[src/rtl/cmd_dispatch_pkg.sv]
// Shared command-bus definitions: field layout, target codes, dispatcher
// state encodings and the helpers the executors use to decode commands.
package cmd_dispatch_pkg;

    localparam int unsigned C_CMD_W     = 32;
    localparam int unsigned C_BYTE_W    = 8;
    localparam int unsigned C_CMD_BYTES = 4;
    localparam int unsigned C_TGT_LSB   = 28;
    localparam int unsigned C_TGT_W     = 4;
    localparam int unsigned C_ERR_BIT   = 23;

    localparam logic [C_TGT_W-1:0] C_TARGET_CTL  = 4'd0;
    localparam logic [C_TGT_W-1:0] C_TARGET_TAP  = 4'd1;
    localparam logic [C_TGT_W-1:0] C_TARGET_MEM  = 4'd2;
    localparam logic [C_TGT_W-1:0] C_TARGET_GPIO = 4'd3;

    localparam logic [2:0] S_IDLE = 3'd0;
    localparam logic [2:0] S_RX   = 3'd1;
    localparam logic [2:0] S_RUN  = 3'd2;
    localparam logic [2:0] S_WAIT = 3'd3;
    localparam logic [2:0] S_TX   = 3'd4;

    typedef struct packed {
        logic [C_TGT_W-1:0]         target;
        logic [C_CMD_W-C_TGT_W-1:0] body;
    } cmd_t;

    function automatic logic [C_TGT_W-1:0] cmd_target(input logic [C_CMD_W-1:0] c);
        cmd_t w_c;
        w_c = cmd_t'(c);
        return w_c.target;
    endfunction

    // Error response: the offending command echoed back with the error flag set.
    function automatic logic [C_CMD_W-1:0] set_cmd_err(input logic [C_CMD_W-1:0] c);
        return c | (C_CMD_W'(1) << C_ERR_BIT);
    endfunction

endpackage

[src/rtl/cmd_tx_ser.sv]
// 32-bit word to big-endian byte stream serializer with valid/ready output.
module cmd_tx_ser
    import cmd_dispatch_pkg::*;
(
    input  logic               clk,
    input  logic               rst_n,
    input  logic               i_load,
    input  logic [C_CMD_W-1:0] i_word,
    output logic [C_BYTE_W-1:0] tx_data,
    output logic               tx_valid,
    input  logic               tx_ready,
    output logic               o_done_c
);

    localparam int unsigned IDX_W = $clog2(C_CMD_BYTES);

    logic [C_CMD_W-1:0] r_word;
    logic [IDX_W-1:0]   r_idx;
    logic               r_valid;
    logic               w_xfer;

    assign w_xfer   = r_valid && tx_ready;
    assign tx_data  = r_word[C_CMD_W-1 -: C_BYTE_W];
    assign tx_valid = r_valid;
    assign o_done_c = w_xfer && (r_idx == IDX_W'(C_CMD_BYTES - 1));

    // Shift the word left one byte per handshake; the word empties to zero.
    always_ff @(posedge clk or negedge rst_n) begin
        if (!rst_n) begin
            r_word  <= '0;
            r_idx   <= '0;
            r_valid <= 1'b0;
        end else if (i_load) begin
            r_word  <= i_word;
            r_idx   <= '0;
            r_valid <= 1'b1;
        end else if (w_xfer) begin
            r_word  <= {r_word[C_CMD_W-C_BYTE_W-1:0], C_BYTE_W'(0)};
            r_idx   <= r_idx + IDX_W'(1);
            if (r_idx == IDX_W'(C_CMD_BYTES - 1)) begin
                r_valid <= 1'b0;
            end
        end
    end

endmodule

[src/rtl/cmd_dispatch.sv]
// Host-link command initiator: assembles commands from rx bytes, strobes the
// executor array, and returns the addressed executor's response as tx bytes.
module cmd_dispatch
    import cmd_dispatch_pkg::*;
#(
    parameter int unsigned N_TARGETS = 4,
    parameter int unsigned TIMEOUT   = 1000000
) (
    input  logic                         clk,
    input  logic                         rst_n,
    input  logic [C_BYTE_W-1:0]          rx_data,
    input  logic                         rx_valid,
    output logic                         rx_ready,
    output logic [C_CMD_W-1:0]           cmd,
    output logic                         run,
    input  logic [C_CMD_W*N_TARGETS-1:0] rsp_bus,
    output logic [C_BYTE_W-1:0]          tx_data,
    output logic                         tx_valid,
    input  logic                         tx_ready,
    output logic                         busy,
    output logic                         err_timeout
);

    localparam int unsigned TO_W  = $clog2(TIMEOUT + 1);
    localparam int unsigned CNT_W = $clog2(C_CMD_BYTES);

    logic [2:0]         r_state;
    logic [CNT_W-1:0]   r_cnt;
    logic [TO_W-1:0]    r_to_cnt;
    logic [C_CMD_W-1:0] r_cmd;
    logic               r_run;
    logic               r_err;
    logic               r_rx_ready;
    logic               r_busy;

    logic [2:0]         w_next;
    logic               w_accept;
    logic               w_to_hit;
    logic               w_load;
    logic               w_tx_done;
    logic [C_CMD_W-1:0] w_rsp;

    assign w_accept    = rx_valid && r_rx_ready;
    assign rx_ready    = r_rx_ready;
    assign cmd         = r_cmd;
    assign run         = r_run;
    assign busy        = r_busy;
    assign err_timeout = r_err;

    always_comb begin
        w_next   = r_state;
        w_to_hit = 1'b0;
        w_load   = 1'b0;
        case (r_state)
            S_IDLE: if (w_accept) w_next = S_RX;
            S_RX: begin
                if (w_accept && (r_cnt == CNT_W'(C_CMD_BYTES - 1))) begin
                    w_next = S_RUN;
                end else if (!w_accept && (r_to_cnt == TO_W'(TIMEOUT - 1))) begin
                    w_next   = S_IDLE;
                    w_to_hit = 1'b1;
                end
            end
            S_RUN:  w_next = S_WAIT;
            S_WAIT: begin
                w_load = 1'b1;
                w_next = S_TX;
            end
            S_TX:   if (w_tx_done) w_next = S_IDLE;
            default: w_next = S_IDLE;
        endcase
    end

    // Response mux; unmapped target codes fall through to the error encoding.
    always_comb begin
        w_rsp = set_cmd_err(r_cmd);
        for (int unsigned i = 0; i < N_TARGETS; i++) begin
            if (cmd_target(r_cmd) == C_TGT_W'(i)) begin
                w_rsp = rsp_bus[C_CMD_W*i +: C_CMD_W];
            end
        end
    end

    always_ff @(posedge clk or negedge rst_n) begin
        if (!rst_n) begin
            r_state    <= S_IDLE;
            r_cnt      <= '0;
            r_to_cnt   <= '0;
            r_cmd      <= '0;
            r_run      <= 1'b0;
            r_err      <= 1'b0;
            r_rx_ready <= 1'b0;
            r_busy     <= 1'b0;
        end else begin
            r_state    <= w_next;
            r_run      <= (w_next == S_RUN);
            r_err      <= w_to_hit;
            r_rx_ready <= (w_next == S_IDLE) || (w_next == S_RX);
            r_busy     <= (w_next != S_IDLE);
            if (w_accept) begin
                r_cmd <= {r_cmd[C_CMD_W-C_BYTE_W-1:0], rx_data};
                r_cnt <= (r_state == S_IDLE) ? CNT_W'(1) : r_cnt + CNT_W'(1);
            end
            if ((r_state == S_RX) && !w_accept && !w_to_hit) begin
                r_to_cnt <= r_to_cnt + TO_W'(1);
            end else begin
                r_to_cnt <= '0;
            end
        end
    end

    cmd_tx_ser u_tx_ser (
        .clk      (clk),
        .rst_n    (rst_n),
        .i_load   (w_load),
        .i_word   (w_rsp),
        .tx_data  (tx_data),
        .tx_valid (tx_valid),
        .tx_ready (tx_ready),
        .o_done_c (w_tx_done)
    );

endmodule

[config.mk]
export PLATFORM = sky130hd
export DESIGN_NAME = cmd_dispatch
export DESIGN_NICKNAME = d
export VERILOG_FILES = /design/src/rtl/cmd_dispatch_pkg.sv /design/src/rtl/cmd_tx_ser.sv /design/src/rtl/cmd_dispatch.sv
export SDC_FILE = /design/constraint.sdc
export NUM_CORES = 1
export LEC_CHECK = 0
export BUFFER_PORTS_ARGS = -buffer_cell sky130_fd_sc_hd__buf_2
export CORE_MARGIN = 2
export CORE_UTILIZATION = 30
export CTS_BUF_LIST = sky130_fd_sc_hd__clkbuf_16
export DETAILED_ROUTE_END_ITERATION = 6
export GPL_TIMING_DRIVEN = 0
export MAX_ROUTING_LAYER = met4
export PLACE_DENSITY = 0.61
export SYNTH_ARGS = -nofsm -noshare
export SYNTH_HDL_FRONTEND = slang
export SYNTH_HIERARCHICAL = 1
export SYNTH_SLANG_ARGS = --single-unit
export TNS_END_PERCENT = 30
[constraint.sdc]
create_clock -name clk -period 2.7 [get_ports clk]
set_input_delay 0.27 -clock clk [delete_from_list [all_inputs] [get_ports clk]]
set_output_delay 0.27 -clock clk [all_outputs]
set_load 0.05 [all_outputs]
# Yosys cells after proc, flatten, opt, wreduce, memory -nomap -nowiden
# Cells that the tools add are included.
[totals]
regBits = 96
input_bits = 140
output_inout_bits = 45
word_cells = 65
[op_classes]
add_sub_neg = 3
n_eq_ne = 12
n_mux = 22
n_reduce_logical = 17
[op_table]
columns = ["cell", "count"]
rows = [
  ["32-bit two-way mux", 6],
  ["20-bit by 1-bit adder with 20-bit output (second input constant)", 1],
  ["20-bit == test (second input constant)", 1],
  ["20-bit two-way mux", 1],
  ["3-bit case mux with 5 select lines", 1],
  ["3-bit two-way mux", 4],
  ["3-bit by 2-bit == test with 1-bit output (second input constant)", 3],
  ["4-bit by 2-bit == test with 1-bit output (second input constant)", 2],
  ["1-bit logical AND", 7],
  ["1-bit two-way mux", 7],
  ["3-bit by 1-bit == test with 1-bit output (second input constant)", 2],
  ["3-bit logical NOT", 2],
  ["2-bit two-way mux", 3],
  ["2-bit by 1-bit adder with 2-bit output (second input constant)", 2],
  ["2-bit == test (second input constant)", 2],
  ["4-bit by 1-bit == test with 1-bit output (second input constant)", 1],
  ["4-bit logical NOT", 1],
  ["2-bit nonzero test", 2],
  ["3-bit == test (second input constant)", 1],
  ["3-bit nonzero test", 1],
  ["1-bit logical NOT", 2],
  ["2-bit AND reduction", 1],
  ["1-bit logical OR", 1],
]

# Depth between registers and ports, before layout
# Gate-level depths: netlist of run 1.
[depth]
word_depth = 9
mapped_depth = 8
depth_no_buf = 6

# Hierarchy
# The synthesis of run 1 kept the hierarchy.
[by_module_without_submodules]
columns = ["module", "instances", "cells_each", "area_each_um2", "seq_area_each_um2"]
rows = [
  ["cmd_dispatch", 1, 360, 3796.1, 1526.5],
  ["cmd_tx_ser", 1, 193, 1968.1, 875.8],
]

# Least setup slack after synthesis of run 1
# Ideal clock, no wire load.
[synth_timing]
path_kind = "flip-flop to flip-flop"
from = "register r_cmd[28], in the netlist cmd[28]"
to = "register u_tx_ser.r_word[25]"
setup_time_ns = 0.136
arrival_time_ns = 2.218
t_required_ns = 2.564
path_slack_ns = 0.346
path_stages_with_launch = 7
path_buffers = 2
period_less_slack_ns = 2.354
path_cell_list = "dfrtp_1 -> buf_2 -> buf_2 -> mux4_2 -> mux2_2 -> nand2_1 -> o311ai_2"
[synth_via]
elab_chain_len = 6
elab_cells_between_ends = 9
classes_between = "eq/ne (3); mux (5); reduce/logical (1)"
[synth_lines]
columns = ["item", "line", "rtl"]
rows = [
  ["start, declared", "cmd_dispatch.sv:30", "logic [C_CMD_W-1:0] r_cmd;"],
  ["start signal, assigned", "cmd_dispatch.sv:101", "r_cmd <= {r_cmd[C_CMD_W-C_BYTE_W-1:0], rx_data};"],
  ["4-bit logical NOT", "cmd_dispatch.sv:78", "if (cmd_target(r_cmd) == C_TGT_W'(i)) begin"],
  ["32-bit two-way mux (3 in a row)", "cmd_dispatch.sv:78", ""],
  ["32-bit two-way mux (*)", "cmd_dispatch.sv:78", ""],
  ["named net w_rsp[25]", "cmd_dispatch.sv:41", "logic [C_CMD_W-1:0] w_rsp;"],
  ["32-bit two-way mux (*)", "cmd_tx_ser.sv:33", "end else if (i_load) begin"],
  ["end signal, assigned", "cmd_tx_ser.sv:34", "r_word <= i_word;"],
  ["end signal, assigned", "cmd_tx_ser.sv:38", "r_word <= {r_word[C_CMD_W-C_BYTE_W-1:0], C_BYTE_W'(0)};"],
  ["end, declared", "cmd_tx_ser.sv:17", "logic [C_CMD_W-1:0] r_word;"],
]
# The timed path passes the listed nets; every way through them passes the cells marked *.
# A chain may end at the register's enable or synchronous reset.

# Worst setup path in the final report of run 1
[layout_timing]
from = "register r_cmd[29], in the netlist cmd[29]"
to = "register u_tx_ser.r_word[26]"
# The elaborated chain is that of the path after synthesis.

==> out/summary.txt, run 1 <==
pin count of the biggest net entering global routing -> 68
Reg clk slew, reported paths -> 0.07 ns
CP endpoint kind -> flop
share of layout cells above drive strength 1 -> 0.4146
Core Area -> 18770 µm²
drt wl/cell -> 17.95 µm
TritonCTS clock tree -> done
post-synth cell types -> 56
total negative slack -> 0 ns
root buf cell -> clkbuf_16
WL met1 -> 7485 µm
Die Ht -> 142.6 µm
Skew-Pair Late Insertion Delay -> 0.35 ns
Post-Synthesis Cells -> 553
dpl hpwl -> 13710 µm
startpoint types -> flop
most frequent cell after synthesis -> nand2_1
Layout area overhead -> 26.33%
Layout Skew -> 0.009427 ns
GRT Resource Usage Total -> 0.1844
Ports -> 185
DR vias/cell -> 5.070
worst hold path type -> input pin to flop
Finished Cell Area -> 7282 µm²
adder-cell share of the synthesized area -> 0.006512
net count after synthesis -> 696
Static Leak -> 3.346 nW
f_max -> 395.6 MHz
max-cap viol count -> 0
Synth area leaders -> dfrtp_1 (42%), mux4_2 (11%), nand2_1 (9.2%), mux2_2 (5.9%), nand4b_1 (3.6%)
relative slew slack -> 0.4540
period utilization -> 0.9361
Tmin final -> 2.528 ns
DRT iter0 DRCs -> 295
# port buffers -> 184
Post-CTS Resized -> 0
power share of the clock group -> 0.157
Seq cells post-synth -> 96
Sw Pwr -> 3.393 mW
final setup fails -> 0
routed length on met3 -> 1165 µm
top_reg_cell synth -> dfrtp_1
Simple-Gate Fraction of Synth Area -> 0.2240
antenna-violating nets left -> 0
sequential share of power -> 0.302
Post-synth EDFFs -> 0
drt total wl -> 17750 µm
vias in the first global route -> 5164
Avg Synthesized Cell Area -> 10.42 µm²
grt ovf -> 0
status -> completed
Critical Path AT -> 2.75 ns
Place WS -> 0.1368 ns
first-pass GRT wire length -> 27900 µm
Comb power frac -> 0.542
die area -> 20340 µm²
Starting Density -> 0.3071
RSZ-0062 raised after global routing -> no
CP max FO -> 10
Site Rows -> 50
Top Layer Used -> met4
RD Place Congestion -> 0.8277
Synth top area share -> 0.4168
multiplexer share of the synthesized area -> 0.1767
Max Slew Vio Count -> 0
final setup margin -> 0.1725 ns
slew at the pin closest to its max-slew limit -> 0.8191 ns
Seq/Total Area, Yosys -> 0.4168
Met2 Wirelength -> 8832 µm
Internal -> 4.084 mW
Peak VDD IR -> 371.7 µV
CTS sink count -> 96
Ant. Diodes -> 0
Post-synth top cells -> nand2_1 (141), dfrtp_1 (96), mux2_2 (30)
Synth Area in XOR/XNOR -> 0.01823
Synth async-reset ratio -> 1.000
DRC -> 0
Final Hold Fails -> 0
area of the mapped netlist -> 5764 µm²
Placed Area -> 7008 µm²
via count -> 5014
drt pass-1 iters -> 5
Yosys top cell by area -> dfrtp_1
CP Data Required Time -> 2.92 ns
switching share of power -> 0.4538
Ys Warns -> 6
deepest clock path buffer count -> 2
PD cells -> 1027 nW/µm²
Final Net Count -> 893
Compound-Gate Fraction of Synth Area -> 0.09898
Die Wd -> 142.6 µm
Num CTS Buffers -> 9
initial antenna violation count -> 0
CP Class -> flop to flop
largest family of logic cells by synthesized area -> simple AND/OR/NAND/NOR gates
H-tree depth -> 3
-- cell type report --
type,count,area [µm²]
clock inverter,7,38.79
timing repair buffer,186,960.9
multi-input combinational,395,3023
inverter,11,41.29
tap,234,292.8
sequential,96,2402
buffer,51,297.8
clock buffer,9,225.2
fill,1907,11490
-- placed cells by master, fill, tap and decap left out, types with 8 or more instances in the layout --
| master | instances |
|---|---|
| nand2_1 | 141 |
| buf_4 | 12 |
| nor3_1 | 17 |
| nand4b_1 | 24 |
| o311ai_2 | 8 |
| clkbuf_1 | 16 |
| mux2_2 | 30 |
| nand2b_1 | 26 |
| dfrtp_1 | 96 |
| nand3_1 | 10 |
| o211ai_1 | 14 |
| mux4_2 | 28 |
| o21ai_1 | 8 |
| inv_1 | 11 |
| clkbuf_16 | 9 |
| buf_2 | 198 |
-- metrics by stage --
stage	instances	hold WS, ns	utilization	power (mW)
after floorplan	553	-0.02559	-	5.212
after CTS	989	0.1043	0.3880	7.563
after global placement	971	0.4622	0.3718	6.319
final	989	0.1104	0.3880	7.477
after global routing	989	0.1127	0.3880	7.967
after detailed placement	972	0.2380	0.3734	6.367
-- final timing paths --
| check | from | to | slack [ns] | cells after the start |
|---|---|---|---|---|
| hold reg to reg | r_cnt[1] | r_cnt[1] | 0.48 | 2 |
| max in group asynchronous | rst_n | r_to_cnt[17] | 1.62 | 3 |
| hold / removal | rx_data[7] | cmd[7] | 0.11 | 3 |
| min in group asynchronous | rst_n | u_tx_ser/r_word[27] | 0.40 | 2 |
| setup / recovery | cmd[29] | u_tx_ser/r_word[26] | 0.17 | 6 |
| setup reg to reg | cmd[29] | u_tx_ser/r_word[26] | 0.17 | 6 |
-- critical path, stage by stage, from the launching register on --
cell and delay [ns]:
dfrtp_1 0.34, clkbuf_1 0.62, clkbuf_1 0.54, mux4_2 0.41, mux2_2 0.30, nand2_1 0.09, o311ai_2 0.10
-- routing by layer --
| metal | vias up | track usage |
|---|---|---|
| met4 | 0 | 0.04273 |
| li1 | 2387 | - |
| met1 | 2429 | 0.2271 |
| met3 | 20 | 0.04292 |
| met2 | 178 | 0.3092 |
| met5 | - | - |
-- logic make-up (layout without fill, tap and decap cells) --
| logic type | after synthesis | count (layout) |
|---|---|---|
| and+or+nand+nor | 251 | 251 |
| buffers and inverters | 62 | 264 |
| DFF | 96 | 96 |
| adders and majority gates | 3 | 3 |
| xor gates and xnor gates | 12 | 12 |
| muxes | 63 | 63 |
| AOI/OAI and AO/OA | 66 | 66 |
-- flip-flops by register name (all words and copies together) (netlist names) --
register / count
busy: 1
cmd: 32
err_timeout: 1
r_cnt: 2
r_state: 3
r_to_cnt: 20
run: 1
rx_ready: 1
u_tx_ser/r_idx: 2
u_tx_ser/r_word: 32
u_tx_ser/tx_valid: 1
-- power by group through the flow --
stage,Sequential [mW],Combinational (mW),Clock [mW]
final,2.25,4.05,1.17
after detailed placement,2.28,4.08,0
after global routing,2.32,4.37,1.27
after CTS,2.26,4.10,1.20
after floorplan,2.85,2.36,0
after global placement,2.27,4.05,0
-- repair_timing --
| action | 4_1_cts | 5_1_grt |
|---|---|---|
| hold endpoints to repair | 29 | 0 |
| buffers inserted | 0 | 0 |
| hold buffers | 1 | 0 |
Note: power is estimated with default switching activity, not from simulation.
==> inputs of run 2 (changes only) <==
--- a/config.mk
+++ b/config.mk
@@ -5,7 +5,9 @@
 export SDC_FILE = /design/constraint.sdc
 export NUM_CORES = 1
 export LEC_CHECK = 0
+export ABC_AREA = 1
 export BUFFER_PORTS_ARGS = -buffer_cell sky130_fd_sc_hd__buf_2
+export CAP_MARGIN = 0
 export CORE_MARGIN = 2
 export CORE_UTILIZATION = 30
 export CTS_BUF_LIST = sky130_fd_sc_hd__clkbuf_16
==> run 2 against run 1 <==
Effect of this change:
- hold slack got worse by 0.0035 ns
- synthesized cell count is 55% higher
- setup slack gained 0.58 ns
- utilization decreased by 0.052 points
- combinational power grew 12%
- final cell count up 34%
- clock-buffer cell count is the same
- clock skew is 0.0014 ns lower
- power grew 7.9%
- design area grew 2.5%
- first-iteration DRC count grew 29%
- global-route usage rose by 2.6 points
- largest cell class unchanged
- highest routed layer unchanged
==> out/summary.txt, run 2 <==
status -> completed (unchanged)
Skew-Pair Late Insertion Delay -> 0.35 ns (about the same)
Seq cells post-synth -> 96 (unchanged)
met1 Use GR -> 0.2716 (was 0.2271)
Reg clk slew, reported paths -> 0.07 ns (about the same)
H-tree depth -> 3 (unchanged)
post-synth cell types -> 32 (was 56)
Layout area overhead -> 27.63% (was 26.33%)
switching share of power -> 0.5038 (was 0.4538)
via count -> 6192 (was 5014)
GR met3 Demand/Resource -> 0.03399 (was 0.04292)
Post-Synthesis Cells -> 859 (was 553)
antenna-violating nets left -> 0 (unchanged)
Tmin final -> 1.947 ns (was 2.528 ns)
Post-synth top cells -> nand2_1 (367), nor2_1 (103), dfrtp_1 (96) (was nand2_1 (141), dfrtp_1 (96), mux2_2 (30))
Num CTS Buffers -> 9 (unchanged)
CP Class -> flop to flop (unchanged)
Critical Path Max Stage Delay -> 0.40 ns (was 0.62 ns)
DRT iter0 DRCs -> 382 (was 295)
vias in the first global route -> 6010 (was 5164)
Starting Density -> 0.3036 (was 0.3071)
net count after synthesis -> 1002 (was 696)
most frequent cell after synthesis -> nand2_1 (unchanged)
startpoint types -> flop (unchanged)
area of the mapped netlist -> 5851 µm² (was 5764 µm²)
Final Hold Fails -> 0 (unchanged)
CTS hold repair buffers -> 1 (unchanged)
Avg Synthesized Cell Area -> 6.811 µm² (was 10.42 µm²)
Synth top area share -> 0.4106 (was 0.4168)
share of layout cells above drive strength 1 -> 0.2469 (was 0.4146)
sequential share of power -> 0.264 (was 0.302)
Max Slew Vio Count -> 0 (unchanged)
CP endpoint kind -> flop (unchanged)
worst-case reg-to-reg path depth -> 11 (was 6)
period utilization -> 0.7213 (was 0.9361)
Sw Pwr -> 4.062 mW (was 3.393 mW)
Core Area -> 19270 µm² (was 18770 µm²)
max-cap viol count -> 0 (unchanged)
Site Rows -> 51 (was 50)
worst hold stages -> 3 (unchanged)
DRC -> 0 (unchanged)
Ports -> 185 (unchanged)
CP top delay family -> simple AND/OR/NAND/NOR gates (was buffers and inverters)
drt wl/cell -> 15.68 µm (was 17.95 µm)
busiest grt layer -> met2 (unchanged)
CTS sink count -> 96 (unchanged)
Total Power -> 8.064 mW (was 7.477 mW)
placed insts -> 1309 (was 972)
Synth area leaders -> dfrtp_1 (41%), nand2_1 (24%), nor2_1 (6.6%), o21ai_0 (6.0%), nand3_1 (4.8%) (was dfrtp_1 (42%), mux4_2 (11%), nand2_1 (9.2%), mux2_2 (5.9%), nand4b_1 (3.6%))
Static Leak -> 3.972 nW (was 3.346 nW)
first-pass GRT wire length -> 32020 µm (was 27900 µm)
total negative slack -> 0 ns (unchanged)
Critical Path AT -> 2.20 ns (was 2.75 ns)
initial antenna violation count -> 2 (was 0)
die area -> 20640 µm² (was 20340 µm²)
# port buffers -> 184 (unchanged)
met2 Use GR -> 0.3346 (was 0.3092)
postcts setup bufs -> 0 (unchanged)
Synth async-reset ratio -> 1.000 (unchanged)
power share of the clock group -> 0.173 (was 0.157)
most common cell after layout, fill and taps aside -> nand2_1 (was buf_2)
Comb power frac -> 0.563 (was 0.542)
grt ovf -> 0 (unchanged)
Internal -> 4.002 mW (was 4.084 mW)
CP max-delay cell -> dfrtp_1 (was clkbuf_1)
CP most frequent cell -> nand2_1 (was clkbuf_1)
Seq/Total Area, Yosys -> 0.4106 (was 0.4168)
pin count of the biggest net entering global routing -> 60 (was 68)
drt total wl -> 20820 µm (was 17750 µm)
DR vias/cell -> 4.663 (was 5.070)
RSZ-0062 raised after global routing -> no (unchanged)
Die Ht -> 143.7 µm (was 142.6 µm)
Die Wd -> 143.7 µm (was 142.6 µm)
final setup fails -> 0 (unchanged)
most frequent cells in the layout -> nand2_1 (367), buf_2 (196), nor2_1 (103) (was buf_2 (198), nand2_1 (141), dfrtp_1 (96))
slew at the pin closest to its max-slew limit -> 0.5499 ns (was 0.8191 ns)
Post-synth EDFFs -> 0 (unchanged)
Ys Warns -> 6 (unchanged)
worst hold path type -> input pin to flop (unchanged)
root buf cell -> clkbuf_16 (unchanged)
CP Buf/Inv Count -> 2 (unchanged)
Post-CTS Resized -> 0 (unchanged)
top_reg_cell synth -> dfrtp_1 (unchanged)
RD Place Congestion -> 0.9060 (was 0.8277)
CP Depth -> 11 (was 6)
Final Net Count -> 1199 (was 893)
CP cell instances -> nor2_2 -> nand2_2 -> clkinv_2 -> buf_4 -> o21ai_0 -> o21ai_0 -> nand2_1 -> nand2_1 -> nand2_1 -> nand2_1 -> nand2_1 (was clkbuf_1 -> clkbuf_1 -> mux4_2 -> mux2_2 -> nand2_1 -> o311ai_2)
PD cells -> 1080 nW/µm² (was 1027 nW/µm²)
Layout Skew -> 0.008049 ns (was 0.009427 ns)
CP Data Required Time -> 2.95 ns (was 2.92 ns)
Final Non-Filler Cells -> 1328 (was 989)
GRT Resource Usage Total -> 0.2108 (was 0.1844)
CP max FO -> 10 (unchanged)
TritonCTS clock tree -> done (unchanged)
fill count -> 2128 (was 1907)
f_max -> 513.5 MHz (was 395.6 MHz)
Yosys top cell by area -> dfrtp_1 (unchanged)
drt pass-1 iters -> 4 (was 5)
relative slew slack -> 0.6334 (was 0.4540)
dpl hpwl -> 16380 µm (was 13710 µm)
Peak VDD IR -> 546.3 µV (was 371.7 µV)
deepest clock path buffer count -> 2 (unchanged)
run 2: layout make-up:
| cell class | count | area, µm² | share of cell area |
|---|---|---|---|
| buffer | 50 | 372.9 | 0.04993 |
| multi-input combinational | 666 | 2890 | 0.3871 |
| tap | 265 | 331.6 | 0.04440 |
| clock buffer | 9 | 225.2 | 0.03016 |
| sequential | 96 | 2402 | 0.3217 |
| inverter | 47 | 185.2 | 0.02480 |
| clock inverter | 7 | 93.84 | 0.01257 |
| antenna | 2 | 5.005 | 0.0006702 |
| timing repair buffer | 186 | 960.9 | 0.1287 |
run 2: worst register-to-register path, cell delays in order (launching register included):
cell      delay, ns
dfrtp_1        0.40
nor2_2         0.16
nand2_2        0.16
clkinv_2       0.17
buf_4          0.20
o21ai_0        0.08
o21ai_0        0.34
nand2_1        0.09
nand2_1        0.08
nand2_1        0.06
nand2_1        0.06
nand2_1        0.05
run 2: path summary, 6_finish.rpt:
| kind | to | slack, ns | start |
|---|---|---|---|
| min reg2reg | r_to_cnt[0] | 0.46 | r_to_cnt[0] |
| max in group asynchronous | u_tx_ser/r_word[27] | 1.58 | rst_n |
| min | cmd[5] | 0.11 | rx_data[5] |
| max reg2reg | u_tx_ser/r_word[20] | 0.75 | cmd[31] |
| max | u_tx_ser/r_word[20] | 0.75 | cmd[31] |
| min in group asynchronous | cmd[3] | 0.44 | rst_n |
run 2: logic make-up after synthesis:
| group | synth area share |
|---|---|
| flops | 0.4106 |
| fa+ha+maj | 0.006416 |
| simple gates | 0.3770 |
| buf+inv | 0.09538 |
| xor+xnor | 0.01647 |
| compound gates | 0.09410 |
run 2: through the flow:
step                setup slack, ns  hold WS [ns]  cell area (µm²)  utilization
global route                 0.5938        0.1267             7467       0.3875
global placement             0.2822        0.4511             7103       0.3686
finish                       0.7525        0.1068             7467       0.3875
CTS                          0.7660        0.1037             7462       0.3872
detailed placement           0.7731        0.2878             7133       0.3701
floorplan                    0.9094      -0.02559             5851            -
run 2: power groups by stage:
stage / registers (mW) / logic (mW) / clock network [mW]
final: 2.13 / 4.54 / 1.40
after global routing: 2.18 / 4.98 / 1.49
after CTS: 2.13 / 4.53 / 1.43
after detailed placement: 2.15 / 4.51 / 0
after global placement: 2.14 / 4.50 / 0
after floorplan: 2.76 / 2.52 / 0
run 2: metal layers:
layer	vias up	part of all wire
met4	0	0.029
met2	239	0.46
met3	36	0.069
met5	-	0
li1	3085	-
met1	2832	0.44
